`src/rtl/mult_pkg.sv`:
```
// Shared types and helpers for the shift-and-add multiplier.
package mult_pkg;

  typedef enum logic [1:0] {
    StIdle,
    StAdd,
    StShift,
    StDone
  } state_e;

  // Width needed to hold a bit count running from n down to 0.
  function automatic int unsigned count_width(input int unsigned n);
    return $clog2(n + 1);
  endfunction

endpackage

```
`src/rtl/add_shift_controller.sv`:
```
// Sequencer for the shift-and-add multiplier: state, bit count, handshake and datapath strobes.
module add_shift_controller
  import mult_pkg::*;
#(
  parameter int unsigned N          = 8,
  parameter bit          SKIP_ZEROS = 1'b0
) (
  input  logic clock,
  input  logic n_reset,
  input  logic i_start,
  input  logic i_q_lsb,
  output logic o_busy,
  output logic o_done,
  output logic o_load,
  output logic o_add,
  output logic o_shift,
  output logic o_last,
  output logic o_finish
);

  localparam int unsigned CW = count_width(N);

  state_e          r_state, w_state_next;
  logic [CW-1:0]   r_count, w_count_next;
  logic            w_last;

  assign w_last = (r_count == CW'(1));
  assign o_last = w_last;

  always_comb begin
    w_state_next = r_state;
    w_count_next = r_count;
    o_busy       = 1'b1;
    o_done       = 1'b0;
    o_load       = 1'b0;
    o_add        = 1'b0;
    o_shift      = 1'b0;
    o_finish     = 1'b0;
    case (r_state)
      StIdle: begin
        o_busy = 1'b0;
        if (i_start) begin
          o_load       = 1'b1;
          w_count_next = CW'(N);
          w_state_next = StAdd;
        end
      end
      StAdd: begin
        if (i_q_lsb) begin
          o_add        = 1'b1;
          w_state_next = StShift;
        end else if (SKIP_ZEROS) begin
          // Nothing to add: fold the shift into this cycle.
          o_shift      = 1'b1;
          o_finish     = w_last;
          w_count_next = r_count - CW'(1);
          w_state_next = w_last ? StDone : StAdd;
        end else begin
          w_state_next = StShift;
        end
      end
      StShift: begin
        o_shift      = 1'b1;
        o_finish     = w_last;
        w_count_next = r_count - CW'(1);
        w_state_next = w_last ? StDone : StAdd;
      end
      StDone: begin
        o_done       = 1'b1;
        w_state_next = StIdle;
      end
      default: w_state_next = StIdle;
    endcase
  end

  always_ff @(posedge clock or negedge n_reset) begin
    if (!n_reset) begin
      r_state <= StIdle;
      r_count <= '0;
    end else begin
      r_state <= w_state_next;
      r_count <= w_count_next;
    end
  end

endmodule

```
`src/rtl/shift_add_multiplier.sv`:
```
// Sequential N-bit shift-and-add multiplier, unsigned or two's-complement, with held product.
module shift_add_multiplier
  import mult_pkg::*;
#(
  parameter int unsigned N          = 8,
  parameter bit          SKIP_ZEROS = 1'b0
) (
  input  logic           clock,
  input  logic           n_reset,
  input  logic           start,
  input  logic           signed_mode,
  input  logic [N-1:0]   multiplicand,
  input  logic [N-1:0]   multiplier,
  output logic           busy,
  output logic           done,
  output logic [2*N-1:0] product
);

  logic [N:0]     r_a;
  logic [N-1:0]   r_q;
  logic [N-1:0]   r_m;
  logic           r_sgn;
  logic [2*N-1:0] r_product;

  logic           w_load, w_add, w_shift, w_last, w_finish, w_sub;
  logic [N:0]     w_m_ext, w_a_sum, w_a_shift;
  logic [N-1:0]   w_q_shift;

  add_shift_controller #(
    .N          (N),
    .SKIP_ZEROS (SKIP_ZEROS)
  ) u_ctrl (
    .clock    (clock),
    .n_reset  (n_reset),
    .i_start  (start),
    .i_q_lsb  (r_q[0]),
    .o_busy   (busy),
    .o_done   (done),
    .o_load   (w_load),
    .o_add    (w_add),
    .o_shift  (w_shift),
    .o_last   (w_last),
    .o_finish (w_finish)
  );

  // The sign bit of a two's-complement multiplier carries weight -2^(N-1), hence the subtract.
  assign w_m_ext   = r_sgn ? {r_m[N-1], r_m} : {1'b0, r_m};
  assign w_sub     = r_sgn & w_last;
  assign w_a_sum   = w_sub ? (r_a - w_m_ext) : (r_a + w_m_ext);
  assign w_a_shift = {r_sgn & r_a[N], r_a[N:1]};
  assign w_q_shift = {r_a[0], r_q[N-1:1]};

  always_ff @(posedge clock or negedge n_reset) begin
    if (!n_reset) begin
      r_a       <= '0;
      r_q       <= '0;
      r_m       <= '0;
      r_sgn     <= 1'b0;
      r_product <= '0;
    end else begin
      if (w_load) begin
        r_a   <= '0;
        r_q   <= multiplier;
        r_m   <= multiplicand;
        r_sgn <= signed_mode;
      end else if (w_add) begin
        r_a <= w_a_sum;
      end else if (w_shift) begin
        r_a <= w_a_shift;
        r_q <= w_q_shift;
      end
      // Capture on the final shift so the product is visible alongside done.
      if (w_finish) begin
        r_product <= {w_a_shift[N-1:0], w_q_shift};
      end
    end
  end

  assign product = r_product;

endmodule

```
`config.mk`:
```
export PLATFORM = sky130hd
export DESIGN_NAME = shift_add_multiplier
export DESIGN_NICKNAME = d
export VERILOG_FILES = /design/src/rtl/mult_pkg.sv /design/src/rtl/add_shift_controller.sv /design/src/rtl/shift_add_multiplier.sv
export SDC_FILE = /design/constraint.sdc
export NUM_CORES = 1
export LEC_CHECK = 0
export BUFFER_PORTS_ARGS = -buffer_cell sky130_fd_sc_hd__buf_2
export CAP_MARGIN = 20
export CORE_MARGIN = 2
export CORE_UTILIZATION = 61
export DETAILED_ROUTE_END_ITERATION = 10
export PLACE_DENSITY_LB_ADDON = 0.3
export SLEW_MARGIN = 10
export SYNTH_ARGS = -nofsm -noshare
export SYNTH_HDL_FRONTEND = slang
export SYNTH_HIERARCHICAL = 1
export SYNTH_SLANG_ARGS = --single-unit
```
`constraint.sdc`:
```
create_clock -name clock -period 4.4 [get_ports clock]
set_input_delay 0.88 -clock clock [delete_from_list [all_inputs] [get_ports clock]]
set_output_delay 0.88 -clock clock [all_outputs]
set_load 0.02 [all_outputs]
```
==> metrics.txt, run 1 <==
status complete, no violations; routed len/inst 14.2 µm; final setup vio count 0; min-delay worst type input pin to async pin; IO Port Bufs 37; relative slew slack 0.458; Clock Skew 0.0139 ns; CP max FO 6; power per cell area between 800 and 900 nW/µm²; PnR worst setup slack between 1 and 1.5 ns; Worst VDD drop 0.419 mV; via count 1,905; post-route ant nets 0; cts repair resizes 0; largest net degree at the start of global routing between 40 and 50; CTS H-Tree Depth 2; Final min period around 3.2 ns; worst slew pin tran a little over 0.8 ns; postcts setup bufs 0; proportion of layout cells with a drive suffix above 1 0.270; Final #Nets approximately 320; DRC 0; ys async rst share 1.00; vias in the first global route ~1,800; First-pass DRT Iterations 5; clk_lat worst skew 0.30 ns; #FFs+latches synth 48; Cells after Synth 246; Max Cap Viol 0; number of I/O pins 38; Critical Path Start Type flop; count of synthesis-stage warnings from yosys 6; Synth Flop Type dfrtp_1; RSZ-0062 raised after global routing false; first-pass GRT wire length 8240 µm; number of antenna violations at the first check in global routing 0; DP Cell Count about 330; area delta synth->final 13.9%; fraction of the cycle the final worst path needs 0.727; initial core utilization 0.641; starting DRC count in detailed routing 119; Die H slightly below 70 µm; Max Fclk 0.313 GHz; Clock transition at path regs 0.09 ns; Die X-Extent 69.3 µm; CTS Buf Count 5; # rows 23; synth unique cells 46; number of synthesized flops with an enable pin 0; Sink Count 48; worst setup path category flop to flop; fillcell total 301; DR vias/cell 5.69; DP Wirelength 3450 µm; post-route insts no fill 335; total grt overflow 0; GPL Wtd Cong 0.813; Die Area 4800 µm²; hold_buf cts 0; CTS tree done; Fin. Hold Viols 0; clock buffer depth 2; Reg2Reg Depth 12; total track usage 0.210; Seq/Total Area, Yosys 0.462; CP required 4.61 ns; Antenna Cells 0; area of the core around 4000 µm²; Syn Nets between 200 and 300; root buf cell clkbuf_8; crit end category flop; Avg Synthesized Cell Area 10.6 µm²; Final Max Tran Viols 0; final WL 4770 µm; synthesized area approximately 2600 µm²; Pleak between 1 and 1.5 nW; total negative setup slack 0 ns; CP arrival ~3.4 ns; Place WS 1.26 ns
==> layer usage <==
| layer | routed length (µm) | vias up | GRT usage | part of all wire |
|---|---|---|---|---|
| li1 | - | 947 | - | - |
| met1 | 2330 | 911 | 0.302 | 0.49 |
| met2 | 2220 | 41 | 0.322 | 0.46 |
| met3 | 173 | 6 | 0.0538 | 0.036 |
| met4 | 46 | 0 | 0.0523 | 0.0096 |
| met5 | 0 | - | 0 | 0 |
==> cells in the mapped netlist, types with 2 or more instances <==
master / number / share of area
dfrtp_1: 48 / 0.46
nand2b_1: 4 / 0.0096
inv_1: 15 / 0.022
nand3_1: 2 / 0.0038
mux2_2: 25 / 0.11
xor2_1: 8 / 0.027
nor2_1: 10 / 0.014
clkbuf_1: 5 / 0.0072
buf_2: 2 / 0.0038
nand2_1: 21 / 0.030
o21ai_0: 18 / 0.035
a21o_1: 3 / 0.0087
ha_1: 11 / 0.053
o21a_1: 2 / 0.0058
or3_1: 4 / 0.0096
and2_1: 4 / 0.0096
xnor2_1: 3 / 0.010
nor2b_1: 4 / 0.0096
nor3b_1: 2 / 0.0058
mux2i_1: 8 / 0.031
a211oi_1: 12 / 0.035
a21oi_1: 8 / 0.015
nor3_1: 4 / 0.0077
==> worst max-delay path: stages (launching register included) <==
cell	delay [ns]
dfrtp_1	0.39
inv_1	0.11
ha_1	0.15
nor3b_1	0.54
nand2_1	0.25
o21ai_0	0.35
inv_1	0.08
ha_1	0.32
nand2b_4	0.09
a21oi_1	0.11
o311ai_0	0.35
o31ai_1	0.14
a211oi_1	0.23
==> power by group <==
part	switching, mW	total [mW]	internal (mW)
sequential	0.165	0.805	0.640
combinational	0.734	1.33	0.600
clock	0.146	0.332	0.186
total	1.05	2.47	1.43
==> layout make-up <==
cell class | count | area, µm² | share of cell area
flip-flops and latches | 48 | 1200 | 0.405
well taps | 50 | 62.6 | 0.0211
clock buffers | 6 | 82.6 | 0.0278
repair buffers | 39 | 213 | 0.0717
multi-input cells | 175 | 1310 | 0.442
inverters | 15 | 56.3 | 0.0190
clock inverters | 2 | 38.8 | 0.0131
==> final timing paths <==
path / startpoint / to / slack [ns]
worst max-delay path: u_ctrl/r_count[1] / r_a[5] / 1.20
worst min-delay path: n_reset / product[13] / 0.46
worst max register to register: u_ctrl/r_count[1] / r_a[5] / 1.20
worst min register to register: product[10] / product[10] / 0.51
max in group asynchronous: n_reset / r_m[1] / 3.47
min in group clock: product[10] / product[10] / 0.51
==> cells by family (layout without fill, tap and decap cells) <==
| group | after synthesis | count (layout) | share of synthesized area |
|---|---|---|---|
| xor+xnor | 11 | 11 | 0.0370 |
| fa+ha+maj | 12 | 12 | 0.0606 |
| simple gates | 61 | 61 | 0.119 |
| mux | 33 | 33 | 0.139 |
| flops | 48 | 48 | 0.462 |
| compound gates | 58 | 58 | 0.147 |
| buf+inv | 23 | 62 | 0.0356 |
==> cells in the final DEF, fill, tap and decap left out, types with 2 or more instances in the layout <==
cell       n
a211oi_1  12
nand2b_1   4
dfrtp_1   48
nor3_1     4
buf_2     37
and2_1     4
mux2i_1    8
nand3_1    2
clkbuf_8   6
a21o_1     3
nor3b_1    2
nor2b_1    4
inv_1     15
or3_1      4
xor2_1     8
mux2_2    25
nor2_1     9
o21a_1     2
a21oi_1    8
ha_1      11
o21ai_0   18
nand2_1   21
xnor2_1    3
==> flip-flops by register name, summed over array words and instances, names as in the netlist <==
register	flops
product	16
r_a	9
r_m	8
r_q	8
r_sgn	1
u_ctrl/r_count	4
u_ctrl/r_state	2
==> metrics by stage <==
step           power [mW]  hold WS, ns  utilization  cell area (µm²)
2_1_floorplan        1.83        0.479            -             2600
3_3_place_gp         2.08        0.484        0.696             2820
3_5_place_dp         2.13        0.491        0.696             2820
4_1_cts              2.48        0.511        0.726             2950
5_1_grt              2.67        0.467        0.731             2970
6_report             2.47        0.456        0.731             2970
(Power assumes the default switching activity.)
==> inputs of run 2 (changes only) <==
CORE_UTILIZATION = 57   (was 61)
clock period = 3.2 ns   (was 4.4 ns; I/O delays follow)
==> metrics.txt, run 2 (synthesis results as in run 1) <==
status complete, no violations (unchanged); GPL Wtd Cong 0.829 (was 0.813); post-route insts no fill 341 (was 335); Antenna Cells 0 (unchanged); total power 3.35 mW (was 2.47 mW); IO Port Bufs 37 (unchanged); Final min period 2.87 ns (was 3.20 ns); Sink Count 48 (unchanged); CP max-delay cell dfrtp_1 (was nor3b_1); power per cell area 1130 nW/µm² (was 833 nW/µm²); area delta synth->final 14.2% (was 13.9%); via count 1,940 (was 1,905); Die Area 5120 µm² (was 4800 µm²); clk_lat worst skew 0.31 ns (was 0.30 ns); Max Cap Viol 0 (unchanged); Seq pwr share 0.331 (was 0.326); min-delay worst type input pin to async pin (unchanged); most common cell after layout, fill and taps aside dfrtp_1 (unchanged); starting DRC count in detailed routing 169 (was 119); DR vias/cell 5.69 (about the same); root buf cell clkbuf_8 (unchanged); DRC 0 (unchanged); Clock Skew 0.0128 ns (was 0.0139 ns); crit-path max cell delay 0.38 ns (was 0.54 ns); total negative setup slack 0 ns (unchanged); postcts setup bufs 0 (unchanged); Critical Path Start Type flop (unchanged); final WL 4930 µm (was 4770 µm); post-route ant nets 0 (unchanged); Clock transition at path regs 0.10 ns (was 0.09 ns); routed len/inst 14.5 µm (was 14.2 µm); most frequent cells in the layout dfrtp_1, buf_2, mux2_2 (unchanged); CP required 3.41 ns (was 4.61 ns); Reg2Reg Depth 12 (unchanged); internal cell power 1.90 mW (was 1.43 mW); DP Wirelength 3460 µm (was 3450 µm); R2R Setup Slk 0.33 ns (was 1.20 ns); worst slew pin tran 0.505 ns (was 0.813 ns); clock buffer depth 2 (unchanged); Max Fclk 0.348 GHz (was 0.313 GHz); Worst VDD drop 0.503 mV (was 0.419 mV); largest net degree at the start of global routing 49 (unchanged); max reg flops 16 (unchanged); Logic pwr share 0.554 (was 0.540); Fin. Hold Viols 0 (unchanged); total grt overflow 0 (unchanged); Pleak 1.49 nW (was 1.48 nW); sw frac 0.433 (was 0.423); CP arrival 3.09 ns (was 3.41 ns); initial core utilization 0.594 (was 0.641); Final #Nets 320 (was 316); first-pass GRT wire length 8470 µm (was 8240 µm); crit end category flop (unchanged); worst setup path category flop to flop (unchanged); hold_buf cts 0 (unchanged); number of antenna violations at the first check in global routing 0 (unchanged); proportion of layout cells with a drive suffix above 1 0.280 (was 0.270); WHS 0.293 ns (was 0.456 ns); cells along the critical path inv_1, ha_1, nor3b_1, nand2_1, o21ai_0, inv_1, ha_1, nand2b_4, a21oi_1, o311ai_0, o31ai_1, a211oi_1 (unchanged); post-layout util 0.678 (was 0.731); Reg-to-Reg Start u_ctrl/r_count[1] (unchanged); NetSw 1.45 mW (was 1.05 mW); area of the core 4380 µm² (was 4060 µm²); DP Cell Count 332 (was 326); number of I/O pins 38 (unchanged); total track usage 0.209 (was 0.210); RSZ-0062 raised after global routing false (unchanged); R2R Path End r_a[5] (unchanged); cell family with most CP delay compound AO/OA/AOI/OAI gates (unchanged); Final Max Tran Viols 0 (unchanged); CTS tree done (unchanged); CP max FO 6 (unchanged); relative slew slack 0.664 (was 0.458); vias in the first global route 1,808 (was 1,770); CP bufs+invs 2 (unchanged); fraction of the cycle the final worst path needs 0.898 (was 0.727); First-pass DRT Iterations 4 (was 5); final setup vio count 0 (unchanged); CTS H-Tree Depth 2 (unchanged); CTS Buf Count 5 (unchanged); cts repair resizes 0 (unchanged); Die H 71.6 µm (was 69.3 µm); # rows 24 (was 23); Die X-Extent 71.6 µm (was 69.3 µm); Clock power frac 0.115 (was 0.134)
## run 2: cell types whose count changed in the layout (fill, tap and decap cells not counted), sizes merged
cell	change
bufinv	-1
buf	+4
inv	+1
## run 2: worst max path at each step
| stage | startpoint | to | cells past startpoint |
|---|---|---|---|
| final | u_ctrl/r_count[1] | r_a[5] | 12 |
| after global routing | u_ctrl/r_count[1] | r_a[5] | 12 |
| after CTS | u_ctrl/r_count[1] | r_a[5] | 12 |
| after detailed placement | u_ctrl/r_count[1] | r_a[5] | 12 |
| after global placement | u_ctrl/r_count[1] | r_a[3] | 12 |
| after floorplan | u_ctrl/r_count[1] | r_a[3] | 12 |
## run 2: cell type report
class | count | area [µm²]
fillers | 351 | 1410
multi-input cells | 175 | 1310
clock inverters | 2 | 13.8
repair buffers | 43 | 243
flip-flops and latches | 48 | 1200
inverters | 15 | 56.3
well taps | 52 | 65.1
clock buffers | 6 | 82.6
## run 2: worst reg2reg max path, stage by stage (launching register included)
cell      delay, ns
dfrtp_1        0.38
inv_1          0.10
ha_1           0.16
nor3b_1        0.26
nand2_1        0.19
o21ai_0        0.37
inv_1          0.09
ha_1           0.32
nand2b_4       0.08
a21oi_1        0.12
o311ai_0       0.35
o31ai_1        0.13
a211oi_1       0.25
## run 2: routing by layer
layer  GRT usage  wire length (µm)  vias up
met5           0                 0        -
met4      0.0503                25        0
met2       0.327              2340       47
met1       0.304              2340      933
met3      0.0422               227        2
li1            -                 -      958
## run 2: per-stage QoR
stage / area (µm²) / worst slack (ns)
4_1_cts: 2950 / 0.302
2_1_floorplan: 2600 / 0.454
6_report: 2970 / 0.325
3_5_place_dp: 2860 / 0.309
5_1_grt: 2970 / 0.0352
3_3_place_gp: 2860 / 0.569
## run 2: power by group through the flow
stage | clock network (mW) | registers (mW) | logic, mW
global route | 0.414 | 1.15 | 2.07
floorplan | 0 | 1.18 | 1.34
detailed placement | 0 | 1.12 | 1.83
finish | 0.384 | 1.11 | 1.86
CTS | 0.391 | 1.10 | 1.85
global placement | 0 | 1.10 | 1.79
